### src/rtl/line_render_scheduler.sv
// Schedules per-line rendering into the two halves of the scan-out line buffer.
// Primes both halves, then refills each half as scan-out releases it, and flags late lines.
module line_render_scheduler #(
  parameter int unsigned LINES     = 240,
  parameter int unsigned BUF1_BASE = 640,
  parameter int unsigned LINE_W    = 9
) (
  input  logic              sys_clk_i,
  input  logic              reset_i,
  input  logic              mode_changed_i,
  input  logic              frame_start_i,
  input  logic              render_start_i,
  input  logic              scanline_start_i,
  input  logic              pixel_scale_i,
  output logic              render_req_o,
  output logic [LINE_W-1:0] render_line_o,
  output logic [10:0]       render_base_o,
  input  logic              render_done_i,
  output logic              frame_active_o,
  output logic              underrun_o,
  output logic [7:0]        underrun_count_o
);

  typedef enum logic [2:0] {StIdle, StPrime, StWait, StRender, StDone} state_e;

  localparam logic [LINE_W-1:0] LinesW = LINE_W'(LINES);
  localparam logic [10:0]       BaseB  = 11'(BUF1_BASE);

  state_e            state_q, state_d;
  logic              scl_q, scl_d;
  logic [LINE_W-1:0] line_idx_q, line_idx_d;
  logic [LINE_W-1:0] cur_q, cur_d;
  logic [9:0]        sl_cnt_q, sl_cnt_d;
  logic              pending_q, pending_d;
  logic              underrun_q, underrun_d;
  logic [7:0]        ucnt_q, ucnt_d;

  logic busy, counting, cnt_inc, slot, done, abort;

  assign busy     = (state_q == StPrime) || (state_q == StRender);
  assign counting = busy || (state_q == StWait);
  assign cnt_inc  = counting && scanline_start_i && (sl_cnt_q != 10'h3ff);
  // sl_cnt_q is the pre-increment value, so this is (new_count - 1) mod H == 0 with new_count > 1.
  assign slot     = cnt_inc && (sl_cnt_q != '0) &&
                    (scl_q ? (sl_cnt_q[1:0] == 2'b00) : !sl_cnt_q[0]);
  assign done     = busy && render_done_i;
  assign abort    = frame_start_i || mode_changed_i;

  always_ff @(posedge sys_clk_i or posedge reset_i) begin
    if (reset_i) begin
      state_q    <= StIdle;
      scl_q      <= 1'b0;
      line_idx_q <= '0;
      cur_q      <= '0;
      sl_cnt_q   <= '0;
      pending_q  <= 1'b0;
      underrun_q <= 1'b0;
      ucnt_q     <= '0;
    end else begin
      state_q    <= state_d;
      scl_q      <= scl_d;
      line_idx_q <= line_idx_d;
      cur_q      <= cur_d;
      sl_cnt_q   <= sl_cnt_d;
      pending_q  <= pending_d;
      underrun_q <= underrun_d;
      ucnt_q     <= ucnt_d;
    end
  end

  always_comb begin
    state_d    = state_q;
    scl_d      = scl_q;
    line_idx_d = line_idx_q;
    cur_d      = cur_q;
    sl_cnt_d   = cnt_inc ? sl_cnt_q + 10'd1 : sl_cnt_q;
    pending_d  = pending_q;
    underrun_d = underrun_q;
    ucnt_d     = ucnt_q;
    if (abort) begin
      state_d   = StIdle;
      sl_cnt_d  = sl_cnt_q;
      pending_d = 1'b0;
      if (frame_start_i) begin
        underrun_d = 1'b0;
        ucnt_d     = '0;
      end
    end else if (state_q == StIdle) begin
      if (render_start_i) begin
        scl_d      = pixel_scale_i;
        sl_cnt_d   = '0;
        line_idx_d = '0;
        cur_d      = '0;
        pending_d  = 1'b0;
        state_d    = StPrime;
      end
    end else begin
      // The done is resolved first; a coincident slot then sees the post-done state.
      if (done) begin
        line_idx_d = cur_q + 1'b1;
        if (cur_q == '0) begin
          if (LINES == 1) state_d = StDone;
          else            cur_d   = line_idx_d;
        end else if (pending_q) begin
          pending_d = 1'b0;
          if (line_idx_d < LinesW) begin
            cur_d   = line_idx_d;
            state_d = StRender;
          end else begin
            state_d = StDone;
          end
        end else begin
          state_d = StWait;
        end
      end
      if (slot) begin
        unique case (state_d)
          StWait: begin
            if (line_idx_d < LinesW) begin
              cur_d   = line_idx_d;
              state_d = StRender;
            end else begin
              state_d = StDone;
            end
          end
          StPrime, StRender: begin
            underrun_d = 1'b1;
            pending_d  = 1'b1;
            if (ucnt_q != 8'hff) ucnt_d = ucnt_q + 8'd1;
          end
          default: ;
        endcase
      end
    end
  end

  always_comb begin
    render_req_o     = busy;
    render_line_o    = cur_q;
    render_base_o    = cur_q[0] ? BaseB : 11'd0;
    frame_active_o   = counting;
    underrun_o       = underrun_q;
    underrun_count_o = ucnt_q;
  end

endmodule

### config.mk
export PLATFORM = sky130hd
export DESIGN_NAME = line_render_scheduler
export DESIGN_NICKNAME = d
export VERILOG_FILES = /design/src/rtl/line_render_scheduler.sv
export SDC_FILE = /design/constraint.sdc
export NUM_CORES = 1
export LEC_CHECK = 0
export ABC_AREA = 1
export CAP_MARGIN = 20
export CORE_MARGIN = 5
export CORE_UTILIZATION = 40
export DETAILED_ROUTE_END_ITERATION = 16
export PLACE_DENSITY = 0.63
export SETUP_SLACK_MARGIN = 0.15
export SLEW_MARGIN = 20
export SYNTH_ARGS = -nofsm -noshare
export SYNTH_HDL_FRONTEND = slang
export SYNTH_SLANG_ARGS = --single-unit
### constraint.sdc
create_clock -name sys_clk_i -period 1.8 [get_ports sys_clk_i]
set_input_delay 0.18 -clock sys_clk_i [delete_from_list [all_inputs] [get_ports sys_clk_i]]
set_output_delay 0.18 -clock sys_clk_i [all_outputs]
set_load 0.01 [all_outputs]
# ---- After elaboration in Yosys (flattened, before gate mapping)
# Cells that the tools add are included.
dict set report classes {
  add_sub_neg 3
  n_lt_le_gt_ge 2
  eq_ne 12
  muxes 48
  bitwise 1
  reduce_logical 21
}
# op count
set op_table {}
lappend op_table {{$mux W9} 13}
lappend op_table {{$mux W8} 6}
lappend op_table {{$mux W10} 4}
lappend op_table {{$mux W3} 12}
lappend op_table {{$lt A9 B8 Y1 const B} 2}
lappend op_table {{$mux W1} 13}
lappend op_table {{$eq A3 B2 Y1 const B} 4}
lappend op_table {{$add A10 B1 Y10 const B} 1}
lappend op_table {{$ne A10 B10 Y1 const B} 1}
lappend op_table {{$reduce_bool A10 Y1} 1}
lappend op_table {{$add A9 B1 Y9 const B} 1}
lappend op_table {{$logic_not A9 Y1} 1}
lappend op_table {{$add A8 B1 Y8 const B} 1}
lappend op_table {{$ne A8 B8 Y1 const B} 1}
lappend op_table {{$eq A3 B1 Y1 const B} 2}
lappend op_table {{$ne A2 B2 Y1 const B} 3}
lappend op_table {{$reduce_bool A2 Y1} 3}
lappend op_table {{$logic_and A1 B1 Y1} 5}
lappend op_table {{$reduce_and A5 Y1} 1}
lappend op_table {{$reduce_and A4 Y1} 1}
lappend op_table {{$logic_not A3 Y1} 1}
lappend op_table {{$logic_or A1 B1 Y1} 3}
lappend op_table {{$ne A3 B3 Y1 const B} 1}
lappend op_table {{$reduce_and A3 Y1} 1}
lappend op_table {{5 further kinds} 5}
dict set report totals {
  ff_bits 42
  inputBits 8
  output_inout_bits 31
  elab_cells 95
}

# ---- Longest topological paths before layout
# Gate-level depths: netlist of the first run.
dict set report logic_depth {
  ltp_word 14
  depth_mapped 17
  depth_no_buf 17
}

# ---- Worst setup path after synthesis of the first run
# OpenSTA, ideal clock, no wires.
dict set report synth_timing {
  kind {flip-flop to flip-flop}
  from {register cur_q[0], in the netlist render_line_o[0]}
  to {register ucnt_q[0], in the netlist underrun_count_o[0]}
  t_arrival_ns 1.938
  slack_ns -0.256
  path_stages_with_launch 14
  n_path_buf 1
  period_less_slack_ns 2.056
  path_cell_list {dfrtp_1 > ha_1 > nand2_1 > nor2_1 > nand3_1 > xor2_1 > nand4_1 > nand2_2 > nand2_1 > nand2_2 > nand3_4 > buf_6 > nand2_1 > o21ai_2}
}
dict set report synth_between {
  elab_chain_cells 12
  elab_cells_between_ends 14
  cone_classes {add/sub (1); order compare (1); eq/ne (2); mux (6); reduce/logical (4)}
}
# element line
set synth_lines {}
lappend synth_lines {{from (decl)} 32} ;# logic [LINE_W-1:0] cur_q, cur_d;
lappend synth_lines {{from (signal assigned)} 63} ;# cur_q <= cur_d;
lappend synth_lines {{$add A9 B1 Y9} 100} ;# line_idx_d = cur_q + 1'b1;
lappend synth_lines {{$lt A9 B8 Y1} 106} ;# if (line_idx_d < LinesW) begin
lappend synth_lines {{$mux W3} 106}
lappend synth_lines {{$mux W3} 104} ;# end else if (pending_q) begin
lappend synth_lines {{$mux W3 (*)} 101} ;# if (cur_q == '0) begin
lappend synth_lines {{$mux W3 (*)} 99} ;# if (done) begin
lappend synth_lines {{$mux W3 (*)} 88} ;# end else if (state_q == StIdle) begin
lappend synth_lines {{$mux W3 (*)} 80} ;# if (abort) begin
lappend synth_lines {{$eq A3 B1 Y1 or $eq A3 B2 Y1 (tied branches)} 117} ;# unique case (state_d)
lappend synth_lines {{$reduce_or A2 Y1 (*)} 117}
lappend synth_lines {{$reduce_bool A2 Y1 (no line) (*)} --}
lappend synth_lines {{$reduce_and A5 Y1 (no line) (*)} --}
lappend synth_lines {{to (signal assigned)} 67} ;# ucnt_q <= ucnt_d;
lappend synth_lines {{to (decl)} 36} ;# logic [7:0] ucnt_q, ucnt_d;
# Every way passes the cells marked *; elsewhere a longest branch is shown, timed or not. The select of a mux whose other input is x is not followed.
# A chain may end at the register's enable or synchronous reset.

# ---- Final worst setup path of the first run
dict set report layout_timing {
  from {register cur_q[1], in the netlist render_line_o[1]}
  to {register ucnt_q[6], in the netlist underrun_count_o[6]}
}
# Same word-level chain as after synthesis.

==> impl_metrics.toml, run 1 <==
[synthesis]
async_flop_share_pct = 100
synth_seq_cells = 42
yosysTopAreaCell = "dfrtp_1"
ys.flop_type = "dfrtp_1"
synth_cell_type_count = 35
yosysTopAreaCellShare_pct = 38.0
synth_area_leaders = "dfrtp_1, nand2_1, inv_1"
syn_avg_cell_area_um2 = 7.26
syn-instance-count = 381
ys_warn_count = 0
synth_seq_area_share_pct = 38.0
syn-cell-area_um2 = 2770
synth-edff-count = 0

[layout]
synthToLayoutAreaGrowth_pct = 51.4
final_area_um2 = 4190
antenna_cells = 0
drive_gt1_share_pct = 38.4
n_fill_cell = 591
fin_nets = 509

[sta]
post-route-worst-setup-slack_ps = -257
slew_violations = 0
fin_crit_ps = 2060
rsz0062_at_grt = "yes"
finalHoldViolCount = 0
post-route-period-util_pct = 114
max_freq_mhz = 486
clock_skew_ps = 13.8
setup_violations = 24

[clock_network]
cts_buffer_depth = 2
cts.hold.buffers_added = 0
numCtsBuffers = 5
root_buffer = "clkbuf_8"
path_clk_slew_ps = 80
cts_tree = "done"
cts.sinks = 42
clk_latency_ps = 300
cts_max_level = 2

[grt]
grt_pass1_wl_um = 12300
grt_max_degree = 43
grt_pass1_vias = 2695
grt_overflow_total = 0
grt_use_total_pct = 17.3
antenna_found_initial = 0

[placed_design]
dp_hpwl_um = 5180
routabilityCongestion = 0.834
place_area_um2 = 3610
port_buffers = 29
place_ws_ps = -288

[detailed_routing]
vias = 2883
drc = 0
drt_iter0_markers = 165
final_antenna_net_count = 0
drt_first_pass_iters = 4
wl_per_cell_um = 13.3
routed_wl_um = 7690
via_per_inst = 5.00

[critical_path]
criticalPathCategory = "flop to flop"
max_stage_delay_ps = 440
r2r_slack_ps = -260
worstReg2RegEnd = "underrun_count_o[6]$_DFFE_PP0P_"
crit_slowest_cell = "dfrtp_2"
crit_buf_inv = 0
crit_chain = "ha_4 > nand2_4 > nor2_4 > nand3_4 > xor2_4 > nand4_1 > nand2_2 > nand2_2 > nand2_4 > nand3_4 > nand2_1 > o21ai_2"
r2r_cells = 12
worstPathArrival_ps = 2240
crit_required_ps = 1990
crit_family = "simple AND/OR/NAND/NOR gates"
regToRegStartpoint = "render_line_o[1]$_DFFE_PP0P_"
critical_path.endpoint_type = "flop"
crit_path_start_kind = "flop"
cp_max_fo = 8

[floorplanning]
num_io_pins = 39
dieArea_um2 = 8680
die_w_um = 93.2
rows = 30
initial_core_util_pct = 41.0
dieHeight_um = 93.2
coreArea_um2 = 6760

[power_and_ir_drop]
combPwrFrac_pct = 24.7
p_seq_share_pct = 46.2
swShare_pct = 29.2
power_density_nw_per_um2 = 521
p_total_w = 0.00218
intPower_w = 0.00154
clockPowerShare_pct = 29.1
p_sw_w = 0.000638
ir_worst_vdd_mv = 0.436
p_leak_nw = 2.07

[status]
violations = "setup timing"
status = "complete, but fails checks"

[job]
maxCapViolCount = 0

[min_path]
min_path_type = "input port to async pin"
[layout make-up]
type	count	area [um^2]	area share, %
Clock inverter	1	5.00	0.119
Inverter	48	185	4.42
Timing Repair Buffer	115	976	23.3
Tap cell	80	100	2.39
Sequential cell	42	1050	25.2
Clock buffer	7	86.3	2.06
Multi-Input combinational cell	284	1780	42.6
[kinds of logic after synthesis]
| kind of cell | after synthesis | synth area share (%) |
|---|---|---|
| simple gates | 196 | 32.1 |
| compound gates | 66 | 14.5 |
| buf+inv | 65 | 11.0 |
| flops | 42 | 38.0 |
| fa+ha+maj | 5 | 2.26 |
| xor+xnor | 5 | 1.58 |
| other cells | 1 | 0.135 |
| mux | 1 | 0.362 |
[sequential cells by signal, summed over array words and instances, names as in the netlist]
name / count
line_idx_q: 9
pending_q: 1
render_line_o: 9
scl_q: 1
sl_cnt_q: 10
state_q: 3
underrun_count_o: 8
underrun_o: 1
[through the flow]
step	util (%)	std cells	setup TNS [ps]	hold WS, ps
global route	62.0	577	-8220	263
global placement	53.5	544	-4320	466
detailed placement	53.5	544	-5070	471
finish	62.0	577	-4820	237
CTS	57.8	566	-3500	250
floorplan	-	389	-1030	297
[metal layers]
layer,vias up,global-route usage [%],wire length (um)
li1,1457,-,-
met5,-,0,0
met1,1346,22.6,3400
met2,60,29.1,3830
met3,20,2.65,277
met4,0,6.11,187
[power groups by stage]
| stage | sequential (W) | combinational (W) | clock (W) |
|---|---|---|---|
| global placement | 0.00102 | 0.000427 | 0 |
| CTS | 0.00101 | 0.000490 | 0.000649 |
| detailed placement | 0.00102 | 0.000431 | 0 |
| finish | 0.00101 | 0.000538 | 0.000636 |
| floorplan | 0.00103 | 0.000242 | 0 |
| global route | 0.00101 | 0.000589 | 0.000687 |
[worst min-delay path: stages]
cell and delay [ps]:
clkdlybuf4s50_1 390, inv_1 90, buf_12 250
[worst max-delay path by stage]
| stage | start | endpoint | cells past startpoint |
|---|---|---|---|
| floorplan | render_line_o[0]$_DFFE_PP0P_ | underrun_count_o[1]$_DFFE_PP0P_ | 16 |
| global placement | render_line_o[0]$_DFFE_PP0P_ | underrun_count_o[2]$_DFFE_PP0P_ | 15 |
| detailed placement | render_line_o[0]$_DFFE_PP0P_ | underrun_count_o[6]$_DFFE_PP0P_ | 15 |
| CTS | render_line_o[1]$_DFFE_PP0P_ | render_line_o[6]$_DFFE_PP0P_ | 17 |
| global route | render_line_o[0]$_DFFE_PP0P_ | render_line_o[7]$_DFFE_PP0P_ | 16 |
| finish | render_line_o[1]$_DFFE_PP0P_ | underrun_count_o[6]$_DFFE_PP0P_ | 12 |
[placed cells by master, fill, tap and decap left out, types with 9 or more instances in the layout]
master / netlist / final
a21oi_1: 14 / 12
buf_4: 12 / 77
clkdlybuf4s50_1: 0 / 24
conb_1: 1 / 9
dfrtp_1: 42 / 39
inv_1: 47 / 39
nand2_1: 109 / 84
nand2_2: 9 / 27
nand3_1: 24 / 19
nand4_1: 9 / 9
nor2_1: 22 / 15
nor2_2: 5 / 9
o21ai_0: 26 / 11
o21ai_1: 0 / 10
o21ai_2: 8 / 13
[cells in the mapped netlist, types with 2 or more instances]
cell / number
nand3b_1: 2
buf_4: 12
or2_2: 5
nor2_1: 22
dfrtp_1: 42
nor2_4: 2
nor2_2: 5
a21boi_0: 2
o211ai_1: 4
nand4_1: 9
nand3_1: 24
o21bai_1: 5
clkbuf_1: 2
nor3_1: 6
nand2_1: 109
inv_1: 47
buf_6: 2
o21ai_0: 26
xor2_1: 5
a21oi_1: 14
ha_1: 5
o21ai_2: 8
nand2_2: 9
o22ai_1: 3
[repair_timing]
action,4_1_cts,5_1_grt
cloned,2,0
pin swaps,19,17
gates resized for setup,45,56
endpoints found under the setup margin,37,43
setup buffers,12,11
Note: power is estimated with default switching activity, not from simulation.
==> inputs of run 2 (changes only) <==
SETUP_SLACK_MARGIN = default   (was 0.15)
SLEW_MARGIN = default   (was 20)
==> run 2 against run 1 <==
- the run still ends with setup timing left
- fmax decreased by 0.71%
- sequential share of layout area increased by 0.53 points
- global-route usage decreased by 0.14 points
- clock power increased by 18%
- utilization decreased by 1.3 points
- sequential power about the same
- critical path type unchanged
- largest power group unchanged
- highest routed layer unchanged
==> impl_metrics.toml, run 2 (synthesis results as in run 1) <==
[critical_path]
crit_family = "simple AND/OR/NAND/NOR gates"
criticalPathCategory = "flop to flop"
critical_path.endpoint_type = "flop"
crit_buf_inv = 1
cp_max_fo = 8
crit_slowest_cell = "dfrtp_2"
crit_required_ps = 2030
crit_path_start_kind = "flop"
crit_chain = "ha_4 > nand2_4 > nor2_4 > nand3_4 > xor2_4 > nand2_2 > nand2_2 > nand3_2 > nor2_4 > nand2_4 > buf_4 > o21a_1 > nor2_2"
worstPathArrival_ps = 2300
max_stage_delay_ps = 430

[clock_network]
path_clk_slew_ps = 90
clk_latency_ps = 300
root_buffer = "clkbuf_8"
cts_max_level = 2
cts.sinks = 42
cts.hold.buffers_added = 0
cts_buffer_depth = 2
cts_tree = "done"
numCtsBuffers = 5

[floorplanning]
coreArea_um2 = 6760
num_io_pins = 39
dieHeight_um = 93.2
rows = 30
die_w_um = 93.2
initial_core_util_pct = 41.0
dieArea_um2 = 8680

[layout]
regMostFlops = "sl_cnt_q"
final_cells = 570
n_fill_cell = 582
fin_nets = 502
antenna_cells = 0
layout_common_cells = "nand2_1, buf_4, inv_1"
final_area_um2 = 4100
drive_gt1_share_pct = 36.1
mostFrequentLayoutCell = "nand2_1"
utilization_pct = 60.7
synthToLayoutAreaGrowth_pct = 48.3
largest_register_ff_count = 10

[placed_design]
place_area_um2 = 3600
port_buffers = 29
routabilityCongestion = 0.852
place_ws_ps = -284
dp_cells = 543
dp_hpwl_um = 5240

[sta]
post-route-period-util_pct = 115
rsz0062_at_grt = "yes"
max_freq_mhz = 483
slew_violations = 0
post-route-worst-setup-slack_ps = -271
setup_violations = 21
clock_skew_ps = 10.2
fin_crit_ps = 2070
finalHoldViolCount = 0

[grt]
met2_usage_pct = 29.2
grt_pass1_wl_um = 12100
use_met1_pct = 22.5
grt_pass1_vias = 2611
grt_overflow_total = 0
grtUsageMet3_pct = 2.57
gr-max-usage-layer = "met2"
antenna_found_initial = 0
grt_use_total_pct = 17.2
grt_max_degree = 43

[power_and_ir_drop]
ir_worst_vdd_mv = 0.320
swShare_pct = 28.2
power_density_nw_per_um2 = 549
p_seq_share_pct = 44.7
p_leak_nw = 2.02
combPwrFrac_pct = 21.9
clockPowerShare_pct = 33.3
intPower_w = 0.00162
p_sw_w = 0.000636
p_total_w = 0.00226

[job]
maxCapViolCount = 0

[status]
status = "complete, but fails checks"
violations = "setup timing"

[detailed_routing]
drt_iter0_markers = 124
vias = 2838
routed_wl_um = 7560
drc = 0
drt_first_pass_iters = 4
via_per_inst = 4.98
wl_per_cell_um = 13.3
final_antenna_net_count = 0

[min_path]
min_path_type = "input port to async pin"
-- run 2: cell count changes in the layout (fill, tap and decap cells not counted), sizes merged --
cell	previous run	this run
dlymetal6s2s	1	0
buf	86	80
clkbuf	7	6
clkdlybuf4s50	24	29
nand2	119	118
clkinv	2	1
dlygate4sd2	4	0
bufinv	0	1
clkinvlp	0	1
-- run 2: final timing paths --
| path | end | startpoint | cells after the start | slack [ps] |
|---|---|---|---|---|
| worst max-delay path | state_q[1]$_DFFE_PP0P_ | render_line_o[1]$_DFFE_PP0P_ | 13 | -270 |
| worst min-delay path | line_idx_q[2]$_DFFE_PP0P_ | reset_i | 3 | 230 |
| worst max register to register | state_q[1]$_DFFE_PP0P_ | render_line_o[1]$_DFFE_PP0P_ | 13 | -270 |
| worst min register to register | line_idx_q[5]$_DFFE_PP0P_ | line_idx_q[5]$_DFFE_PP0P_ | 2 | 490 |
| max in group asynchronous | render_line_o[0]$_DFFE_PP0P_ | reset_i | 3 | 1350 |
| min in group sys_clk_i | scl_q$_DFFE_PP0P_ | pixel_scale_i | 3 | 410 |
-- run 2: worst register-to-register path, delay by kind of cell (launching register included) --
kind	cells	cell delay, ps
simple gates	9	920
flops	1	430
fa+ha+maj	1	160
compound gates	1	120
xor+xnor	1	210
buf+inv	1	160
-- run 2: area by class of cell --
| type | instances | area, um^2 | share of cell area (%) |
|---|---|---|---|
| flip-flops and latches | 42 | 1050 | 25.7 |
| inverters | 48 | 185 | 4.51 |
| clock inverters | 2 | 37.5 | 0.915 |
| well taps | 80 | 100 | 2.44 |
| multi-input cells | 283 | 1730 | 42.1 |
| clock buffers | 6 | 72.6 | 1.77 |
| repair buffers | 109 | 926 | 22.6 |
-- run 2: routing by layer --
metal,wire (um),vias to the layer above
li1,-,1431
met2,3760,60
met5,0,-
met3,289,11
met1,3360,1336
met4,147,0
-- run 2: power by group through the flow --
| stage | Combinational [W] | Sequential [W] | Clock, W |
|---|---|---|---|
| 2_1_floorplan | 0.000242 | 0.00103 | 0 |
| 3_3_place_gp | 0.000423 | 0.00102 | 0 |
| 3_5_place_dp | 0.000429 | 0.00102 | 0 |
| 4_1_cts | 0.000463 | 0.00101 | 0.000777 |
| 5_1_grt | 0.000546 | 0.00101 | 0.000808 |
| 6_report | 0.000494 | 0.00101 | 0.000752 |
-- run 2: repair_timing --
action                                  in CTS  in global routing
endpoints found under the setup margin      24                 28
buffers inserted                            10                  9
pin swaps                                   15                 21
cloned                                       1                  0
resized for setup                           39                 35
-- run 2: metrics by stage --
stage	setup TNS (ps)	hold WS (ps)
4_1_cts	-3460	241
3_3_place_gp	-4340	467
6_report	-4340	234
3_5_place_dp	-4990	472
2_1_floorplan	-1030	297
5_1_grt	-7400	277
